## src/rtl/instruction_fetch_unit.sv

```systemverilog
// Instruction fetch unit: drives the ROM from a fetch PC and buffers {pc, instr}
// pairs in a small in-order prefetch FIFO for the downstream consumer.
// Optional feature macro: FETCH_FAULT_EN (alignment and range fault detection).
module instruction_fetch_unit #(
  parameter int unsigned DATA_WIDTH = 32,
  parameter logic [31:0] PC_RESET   = 32'h0040_0000,
  parameter int unsigned DEPTH      = 2
) (
  input  logic                  clk,
  input  logic                  reset,
  output logic [31:0]           rom_addr,
  input  logic [DATA_WIDTH-1:0] rom_q,
  input  logic                  redirect_valid,
  input  logic [31:0]           redirect_pc,
  output logic                  out_valid,
  input  logic                  out_ready,
  output logic [DATA_WIDTH-1:0] out_instr,
  output logic [31:0]           out_pc,
  output logic [31:0]           out_pc_plus4,
  output logic                  fetch_fault
);

  localparam int unsigned PTR_W = $clog2(DEPTH);
  localparam int unsigned CNT_W = $clog2(DEPTH + 1);
  localparam logic [CNT_W-1:0] FULL = CNT_W'(DEPTH);

  logic [31:0]           fetch_pc;
  logic [CNT_W-1:0]      count;
  logic [PTR_W-1:0]      rd_ptr;
  logic [PTR_W-1:0]      wr_ptr;
  logic                  fault;
  logic [31:0]           pc_mem    [DEPTH];
  logic [DATA_WIDTH-1:0] instr_mem [DEPTH];

  logic        pop;
  logic        push_req;
  logic        push;
  logic        fault_set;
  logic        redirect_bad;
  logic        range_bad;
  logic [31:0] target;

`ifdef FETCH_FAULT_EN
  // Misaligned targets and fetches outside the ROM window raise a sticky fault.
  always_comb begin
    redirect_bad = (redirect_pc[1:0] != 2'b00);
    range_bad    = (fetch_pc[31:8] != PC_RESET[31:8]);
    target       = redirect_pc;
  end
  assign fetch_fault = fault;
`else
  // Without fault detection the low target bits are forced to word alignment.
  always_comb begin
    redirect_bad = 1'b0;
    range_bad    = 1'b0;
    target       = redirect_pc & 32'hFFFF_FFFC;
  end
  assign fetch_fault = 1'b0;
`endif

  // Handshake decode: a redirect suppresses the push but never the pop.
  always_comb begin
    pop       = out_valid && out_ready;
    push_req  = !redirect_valid && !fault && ((count != FULL) || pop);
    push      = push_req && !range_bad;
    fault_set = (redirect_valid && redirect_bad) || (push_req && range_bad);
  end

  // Control state: fetch PC, occupancy, pointers and the sticky fault flag.
  always_ff @(posedge clk) begin
    if (reset) begin
      fetch_pc <= PC_RESET;
      count    <= '0;
      rd_ptr   <= '0;
      wr_ptr   <= '0;
      fault    <= 1'b0;
    end else begin
      if (fault_set) fault <= 1'b1;
      if (redirect_valid) begin
        count    <= '0;
        rd_ptr   <= '0;
        wr_ptr   <= '0;
        fetch_pc <= target;
      end else begin
        if (push) begin
          wr_ptr   <= wr_ptr + PTR_W'(1);
          fetch_pc <= fetch_pc + 32'd4;
        end
        if (pop) rd_ptr <= rd_ptr + PTR_W'(1);
        if (push && !pop)      count <= count + CNT_W'(1);
        else if (pop && !push) count <= count - CNT_W'(1);
      end
    end
  end

  // Buffer storage; occupancy bookkeeping makes reset of the payload unnecessary.
  always_ff @(posedge clk) begin
    if (push) begin
      pc_mem[wr_ptr]    <= fetch_pc;
      instr_mem[wr_ptr] <= rom_q;
    end
  end

  assign rom_addr     = fetch_pc;
  assign out_valid    = (count != '0);
  assign out_pc       = out_valid ? pc_mem[rd_ptr] : 32'd0;
  assign out_pc_plus4 = out_valid ? (pc_mem[rd_ptr] + 32'd4) : 32'd0;
  assign out_instr    = out_valid ? instr_mem[rd_ptr] : '0;

endmodule

```

## config.mk

```make
export PLATFORM = sky130hd
export DESIGN_NAME = instruction_fetch_unit
export DESIGN_NICKNAME = d
export VERILOG_FILES = /design/src/rtl/instruction_fetch_unit.sv
export SDC_FILE = /design/constraint.sdc
export NUM_CORES = 1
export LEC_CHECK = 0
export CORE_UTILIZATION = 50
export CTS_CLUSTER_DIAMETER = 40
export DETAILED_ROUTE_END_ITERATION = 8
export GPL_ROUTABILITY_DRIVEN = 1
export HOLD_SLACK_MARGIN = 0.03
export PLACE_DENSITY = 0.82
export SLEW_MARGIN = 20
export SYNTH_ARGS = -nofsm -noshare
export SYNTH_HDL_FRONTEND = slang
export SYNTH_SLANG_ARGS = --single-unit
```

## constraint.sdc

```tcl
create_clock -name clk -period 13.1 [get_ports clk]
set_input_delay 3.275 -clock clk [delete_from_list [all_inputs] [get_ports clk]]
set_output_delay 3.275 -clock clk [all_outputs]
set_load 0.01 [all_outputs]
```

==> flow_summary.json, run 1 <==
{
  "status": "completed",
  "antenna_cells": 0,
  "die_h_um": 125,
  "startpoint_type": "register",
  "cts.clk_slew.worst_paths_ps": 60,
  "holdPathEnd": "pc_mem[0][31]$_DFFE_PP_",
  "clock_sinks": 159,
  "synth.yosys.warnings": 0,
  "hp-start": "rom_addr[31]$_SDFFE_PP0P_",
  "hpwl_um": 12700,
  "path_cells": "buf_4 > nand4_1 > a222oi_1 > nand3_1 > nor4_1 > mux2_2 > clkdlybuf4s50_1",
  "cts_buffers": 17,
  "antenna_found_initial": 0,
  "grt_max_degree": 79,
  "layout-drive-gt1-share": 0.0679,
  "first_pass_iters": 5,
  "routedWlPerCell_um": 18.2,
  "crit_type": "reg -> out",
  "netlist_area_sq_um": 7510,
  "placeableCoreArea_sq_um": 14600,
  "hold_ws_ps": 547,
  "syn_avg_cell_area_sq_um": 11.6,
  "relSlewSlack": 0.416,
  "clock_latency_ps": 420,
  "cpPeakStageDelay_ps": 720,
  "layout_commonest_cell": "clkdlybuf4s50_1",
  "wl_met1_um": 8000,
  "p_leak_uw": 0.00334,
  "cts-htree-levels": 4,
  "fin_tns_setup_ps": 0,
  "ant_nets": 0,
  "root_buffer": "clkbuf_16",
  "worst_r2r_path_depth": 8,
  "critical_path_required_ps": 9820,
  "cap_violations": 0,
  "ys.flop_type": "edfxtp_1",
  "finalCriticalPeriod_ps": 7920,
  "yosysSeqAreaShare": 0.589,
  "synth_cell_types": 58,
  "grt_pass1_vias": 5693,
  "cts_setup_buffers": 0,
  "r2r-end": "count[1]$_SDFFE_PP0P_",
  "gp_congestion": 0.855,
  "min_path_cells": 0,
  "grt.overflow.total": 0,
  "rr_startpoint": "count[0]$_SDFFE_PP0P_",
  "irDropWorstVdd_mv": 0.0965,
  "end_kind": "primary output",
  "hold_viol_final": 0,
  "post_cts_resized": 0,
  "power_density_nw_per_um2": 130,
  "drc": 0,
  "syn2layout_area_growth_pct": 34.5,
  "via_count": 5829,
  "cpMaxStageDelayCell": "buf_4",
  "reg2reg_slack_ps": 10410,
  "met3WireLength_um": 1230,
  "drv_slew": 0,
  "rsz0062_at_grt": "no",
  "vias_per_cell": 5.70,
  "max_clock_freq_mhz": 126,
  "top_layer_used": "met4",
  "io_buffer_count": 188,
  "met2_length_um": 8960,
  "synth-seq-cells": 159,
  "drtIter0Drc": 332,
  "die_w_um": 125,
  "async_reset_ff_frac": 0,
  "cp.arrival_ps": 4650,
  "crit_path_max_fanout": 57,
  "hold_buffers": 0,
  "grt_use_total": 0.242,
  "io_pins": 198,
  "synthCells": 650,
  "cts_tree": "done",
  "start_util": 0.515,
  "rows": 44,
  "skew_ps": 9.45,
  "synth_edf_count": 124,
  "grt_pass1_wl_um": 29500,
  "final-setup-viol-count": 0,
  "design.die.area_sq_um": 15500,
  "fin_nets": 897,
  "wl_um": 18600,
  "clock_path_buffers": 2,
  "final.period_utilization": 0.605,
  "worst_slew_pin_slew_ps": 875,
  "min_path_type": "reg -> reg",
  "layout_common_cells": "clkdlybuf4s50_1 (188), edfxtp_1 (124), nor2_1 (107), mux2i_1 (57), nand2_1 (39)"
}
==> report_power, final <==
part / leakage, uW / switching [uW] / internal (uW)
combinational: 0.00157 / 99.3 / 101
clock: 0.000298 / 187 / 323
sequential: 0.00146 / 25.4 / 578
total: 0.00334 / 312 / 1000
==> per-stage QoR <==
step,worst slack [ps],cells,utilization,area [sq um],total power (uW)
final,5180,1023,0.692,10100,1310
after global routing,4890,1023,0.692,10100,1360
after CTS,5210,1023,0.692,10100,1320
after detailed placement,5670,991,0.650,9490,812
after global placement,5720,991,0.650,9490,805
after floorplan,4780,656,-,7530,705
==> cell families (layout without fill, tap and decap cells) <==
logic type                 count (synthesis)  in the layout  synth area share
and+or+nand+nor                          252            252             0.166
other                                      1              7          0.000499
xor gates and xnor gates                  40             40            0.0467
muxes                                     62             62            0.0835
DFF                                      159            159             0.589
adders and majority gates                  3              3           0.00500
buffers and inverters                     53            236            0.0342
AOI/OAI and AO/OA                         80             80            0.0753
==> sequential cells by signal (all words and copies together) (netlist names), named ones only <==
name and flops:
pc_mem 60, rd_ptr 1, rom_addr 30, count 2, wr_ptr 1, instr_mem 64
==> per-layer routing <==
layer / GRT usage / vias up
li1: - / 2736
met1: 0.313 / 2833
met3: 0.0481 / 40
met4: 0.105 / 0
met5: 0 / -
met2: 0.395 / 220
==> cell type report <==
class / instances / area, sq um
Fill cell: 1032 / 4490
Sequential cell: 159 / 4430
Multi-Input combinational cell: 444 / 2860
Timing Repair Buffer: 194 / 1930
Clock buffer: 21 / 450
Tap cell: 184 / 230
Clock inverter: 11 / 164
Inverter: 10 / 37.5
==> synthesized netlist by cell type, drive strengths merged, types with 11 or more instances <==
library cell / n / area, sq um
nor2: 108 / 405
nand3: 25 / 125
nand4: 18 / 128
a21oi: 11 / 55.1
clkbuf: 21 / 78.8
dfxtp: 35 / 701
buf: 22 / 140
xnor2: 22 / 193
nand2: 39 / 146
mux2i: 57 / 571
a211oi: 22 / 170
o21ai: 12 / 60.1
edfxtp: 124 / 3720
xor2: 18 / 158
nor3: 17 / 90.1
==> worst max-delay path, delay by kind of cell (launching register included) <==
family / cells / cell delay (ps)
AND/OR/NAND/NOR: 3 / 1250
buffers and inverters: 2 / 1190
AO/OA/AOI/OAI: 1 / 680
flip-flops: 1 / 670
multiplexers: 1 / 380
==> worst max path at each step <==
stage                   start                        end  cells after the start
5_1_grt              register           out_pc_plus4[31]                      7
4_1_cts              register           out_pc_plus4[31]                      7
3_5_place_dp         register           out_pc_plus4[31]                      7
3_3_place_gp         register           out_pc_plus4[31]                      7
6_report             register           out_pc_plus4[31]                      7
2_1_floorplan  redirect_valid  instr_mem[0][0]$_DFFE_PP_                      2
No activity file was read; power rests on OpenSTA's default activity.
==> inputs of run 2 (changes only) <==
Settings changed: CORE_UTILIZATION 50 to 44, PLACE_DENSITY 0.82 to 0.76.
Clock period 13.1 ns to 6.49 ns, I/O delays scaled along.
==> run 2 against run 1 <==
Total power grew 110%; critical path depth shrank 1; die area grew 13%; worst setup slack lost 4300 ps; cell area grew 1.2%; sequential share of layout area shrank 0.52 points; global-route usage shrank 3.3 points; final cell count grew 3.9%; routed wire length shrank 4.0%; core utilization shrank 7.8 points; flip-flop and latch count is the same; register-to-register slack lost 6500 ps; largest cell class unchanged.
==> flow_summary.json, run 2 (same netlist as run 1, synthesis figures left out) <==
{
  "status": "completed",
  "end_kind": "primary output",
  "io_buffer_count": 188,
  "cts_buffers": 17,
  "cap_violations": 0,
  "cts-htree-levels": 4,
  "antenna_found_initial": 0,
  "drtIter0Drc": 267,
  "irDropWorstVdd_mv": 0.192,
  "fin_nets": 901,
  "layout-drive-gt1-share": 0.0712,
  "drc": 0,
  "final.period_utilization": 0.863,
  "crit_type": "reg -> out",
  "die_w_um": 133,
  "rows": 47,
  "via_count": 5651,
  "fin_tns_setup_ps": 0,
  "layout_common_cells": "clkdlybuf4s50_1 (188), edfxtp_1 (124), nor2_1 (107), mux2i_1 (57), nand2_1 (39)",
  "p_leak_uw": 0.00337,
  "startpoint_type": "register",
  "io_pins": 198,
  "cts_setup_buffers": 0,
  "pre_cts_slack_ps": 1300,
  "ant_nets": 0,
  "syn2layout_area_growth_pct": 36.1,
  "hpwl_um": 12600,
  "pwr-share-clk": 0.404,
  "skew_ps": 16.3,
  "min_path_type": "reg -> reg",
  "clock_path_buffers": 2,
  "seqPwrFrac": 0.448,
  "vias_per_cell": 5.32,
  "grt_pass1_wl_um": 27900,
  "largest_reg_flops": 64,
  "crit_path_max_fanout": 56,
  "clock_sinks": 159,
  "cts_tree": "done",
  "hold_buffers": 0,
  "grt_max_degree": 63,
  "comb_power_share": 0.148,
  "start_util": 0.451,
  "grt.overflow.total": 0,
  "clock_latency_ps": 430,
  "p_sw_uw": 625,
  "hold_viol_final": 0,
  "max_clock_freq_mhz": 179,
  "worst_slew_pin_slew_ps": 917,
  "intPower_uw": 2090,
  "layout_commonest_cell": "clkdlybuf4s50_1",
  "cp.arrival_ps": 3980,
  "finalCriticalPeriod_ps": 5600,
  "wl_um": 17900,
  "first_pass_iters": 5,
  "layout_setup_ws_ps": 891,
  "nFillCells": 1354,
  "p_sw_frac": 0.230,
  "design.die.area_sq_um": 17600,
  "power_density_nw_per_um2": 266,
  "antenna_cells": 0,
  "critical_path_required_ps": 4870,
  "routedWlPerCell_um": 16.8,
  "grt_pass1_vias": 5329,
  "relSlewSlack": 0.383,
  "die_h_um": 133,
  "gp_congestion": 0.818,
  "rsz0062_at_grt": "no",
  "cts.clk_slew.worst_paths_ps": 60,
  "drv_slew": 0,
  "post_cts_resized": 0,
  "grt_use_total": 0.209,
  "final-setup-viol-count": 0,
  "placeableCoreArea_sq_um": 16600,
  "regMostFlops": "instr_mem",
  "root_buffer": "clkbuf_16"
}
-- run 2: worst max-delay path, cell delays in order, from the launching register on --
cell	delay, ps
dfxtp_4	790
nand4_1	280
a222oi_1	720
nand3_1	480
nor4_1	410
mux2_2	370
clkdlybuf4s50_1	480
-- run 2: per-layer routing --
metal,GRT usage,wire length (um),vias up
met4,0.0785,240,0
met3,0.0448,1270,18
met2,0.338,8540,219
li1,-,-,2746
met5,0,0,-
met1,0.276,7840,2668
-- run 2: worst paths after layout --
| path | startpoint | end | slack (ps) | cells after the start |
|---|---|---|---|---|
| max | register | out_pc_plus4[31] | 890 | 6 |
| min | rom_addr[31]$_SDFFE_PP0P_ | pc_mem[0][31]$_DFFE_PP_ | 550 | 0 |
| max reg2reg | count[0]$_SDFFE_PP0P_ | count[1]$_SDFFE_PP0P_ | 3890 | 7 |
| min reg2reg | rom_addr[31]$_SDFFE_PP0P_ | pc_mem[0][31]$_DFFE_PP_ | 550 | 0 |
-- run 2: layout make-up --
class | instances | area [sq um] | area share
tap | 220 | 275 | 0.0269
clock buffer | 21 | 440 | 0.0431
inverter | 10 | 37.5 | 0.00367
timing repair buffer | 198 | 1960 | 0.191
sequential | 159 | 4430 | 0.433
clock inverter | 11 | 213 | 0.0208
multi-input combinational | 444 | 2870 | 0.281
-- run 2: power by group through the flow --
stage               registers, uW  logic (uW)  clock network [uW]
floorplan                    1230         195                   0
global placement             1230         399                   0
detailed placement           1240         403                   0
CTS                          1220         405                1120
global route                 1220         435                1160
finish                       1220         402                1100
-- run 2: metrics by stage --
step	instance area [sq um]	hold WS (ps)	util	total power [uW]	instances
2_1_floorplan	7540	520	-	1420	656
3_3_place_gp	9570	537	0.575	1630	1031
3_5_place_dp	9570	538	0.575	1640	1031
4_1_cts	10200	550	0.614	2740	1063
5_1_grt	10200	556	0.614	2820	1063
6_report	10200	553	0.614	2720	1063
==> inputs of run 3 (changes only) <==
Settings changed: CORE_ASPECT_RATIO set to 1.5.
==> run 3 against run 2 <==
Core utilization shrank 1.1 points; clock skew is 5.9 ps lower; critical path depth is the same; critical endpoint unchanged.
==> flow_summary.json, run 3 (same netlist as run 1, synthesis figures left out) <==
{
  "cp.arrival_ps": 3910,
  "regMostFlops": "instr_mem",
  "cts_setup_buffers": 0,
  "drv_slew": 0,
  "grt.overflow.total": 0,
  "routedWlPerCell_um": 17.4,
  "status": "completed",
  "nFillCells": 1394,
  "p_leak_uw": 0.00333,
  "irDropWorstVdd_mv": 0.142,
  "power_density_nw_per_um2": 256,
  "syn2layout_area_growth_pct": 34.8,
  "max_clock_freq_mhz": 181,
  "path_cells": "nand4_1 > a222oi_1 > nand3_1 > nor4_1 > mux2_2 > clkdlybuf4s50_1",
  "cts_tree": "done",
  "layout_commonest_cell": "clkdlybuf4s50_1",
  "startpoint_type": "register",
  "rsz0062_at_grt": "no",
  "rows": 58,
  "final-setup-viol-count": 0,
  "hold_viol_final": 0,
  "critical_path_required_ps": 4870,
  "vias_per_cell": 5.35,
  "clock_path_buffers": 2,
  "grt_max_degree": 78,
  "start_util": 0.448,
  "hold_buffers": 0,
  "grt_pass1_wl_um": 28200,
  "hold_ws_ps": 543,
  "finalCriticalPeriod_ps": 5530,
  "hpwl_um": 13100,
  "cpPeakStageDelay_ps": 790,
  "antenna_cells": 0,
  "relSlewSlack": 0.400,
  "drc": 0,
  "fin_tns_setup_ps": 0,
  "rr_startpoint": "rom_addr[9]$_SDFFE_PP0P_",
  "post_cts_resized": 0,
  "layout-drive-gt1-share": 0.0749,
  "layout_common_cells": "clkdlybuf4s50_1 (188), edfxtp_1 (124), nor2_1 (107), mux2i_1 (57), nand2_1 (39)",
  "skew_ps": 10.4,
  "layout_setup_ws_ps": 962,
  "cpMaxStageDelayCell": "dfxtp_4",
  "crit_type": "reg -> out",
  "crit_path_max_fanout": 56,
  "pre_cts_slack_ps": 1360,
  "first_pass_iters": 5,
  "die_h_um": 162,
  "io_pins": 198,
  "final_util": 0.604,
  "worst_r2r_path_depth": 5,
  "root_buffer": "clkbuf_16",
  "reg2reg_slack_ps": 4220,
  "drtIter0Drc": 302,
  "ant_nets": 0,
  "fin_nets": 899,
  "cap_violations": 0,
  "wl_um": 18300,
  "cts.clk_slew.worst_paths_ps": 70,
  "min_path_type": "reg -> reg",
  "r2r-end": "rom_addr[30]$_SDFFE_PP0P_",
  "largest_reg_flops": 64,
  "grt_use_total": 0.212,
  "placeableCoreArea_sq_um": 16800,
  "cts-htree-levels": 4,
  "gp_congestion": 0.822,
  "clock_sinks": 159,
  "hp-start": "rom_addr[28]$_SDFFE_PP0P_",
  "cts_buffers": 17,
  "design.die.area_sq_um": 17600,
  "final.period_utilization": 0.852,
  "grt_pass1_vias": 5469,
  "min_path_cells": 0,
  "via_count": 5626,
  "holdPathEnd": "pc_mem[0][28]$_DFFE_PP_",
  "clock_latency_ps": 420,
  "antenna_found_initial": 0,
  "die_w_um": 109,
  "io_buffer_count": 188,
  "worst_slew_pin_slew_ps": 893,
  "end_kind": "primary output"
}
-- run 3: stage by stage --
| step | area, sq um | power (uW) | std cells |
|---|---|---|---|
| floorplan | 7540 | 1420 | 656 |
| global placement | 9540 | 1630 | 1019 |
| detailed placement | 9540 | 1640 | 1019 |
| CTS | 10100 | 2620 | 1051 |
| global route | 10100 | 2690 | 1051 |
| finish | 10100 | 2590 | 1051 |
-- run 3: per-layer routing --
metal	share of wire	track usage
met1	0.40	0.244
met2	0.52	0.371
met3	0.048	0.0389
met4	0.034	0.107
met5	0	0
-- run 3: report_power, final --
part / leakage, uW / switching [uW] / internal (uW)
Combinational: 0.00158 / 196 / 204
Sequential: 0.00146 / 51.0 / 1170
Clock: 0.000276 / 432 / 541
Total: 0.00333 / 679 / 1910
-- run 3: worst max-delay path by stage --
stage	start	endpoint	slack [ps]
finish	register	out_pc_plus4[31]	960
global route	register	out_pc_plus4[31]	630
CTS	register	out_pc_plus4[31]	910
detailed placement	register	out_pc_plus4[31]	1360
global placement	register	out_pc_plus4[31]	1410
floorplan	redirect_valid	instr_mem[0][0]$_DFFE_PP_	1760
-- run 3: critical path, delay by kind of cell (launching register included) --
kind	cells	cell delay (ps)
simple gates	3	1150
buf+inv	1	470
compound gates	1	700
mux	1	380
flops	1	790
-- run 3: final cells by class --
| type | count | area, sq um | share of cell area |
|---|---|---|---|
| tap | 210 | 263 | 0.0260 |
| inverter | 10 | 37.5 | 0.00371 |
| clock buffer | 17 | 425 | 0.0420 |
| sequential | 159 | 4430 | 0.438 |
| clock inverter | 15 | 153 | 0.0151 |
| timing repair buffer | 196 | 1940 | 0.192 |
| multi-input combinational | 444 | 2870 | 0.284 |
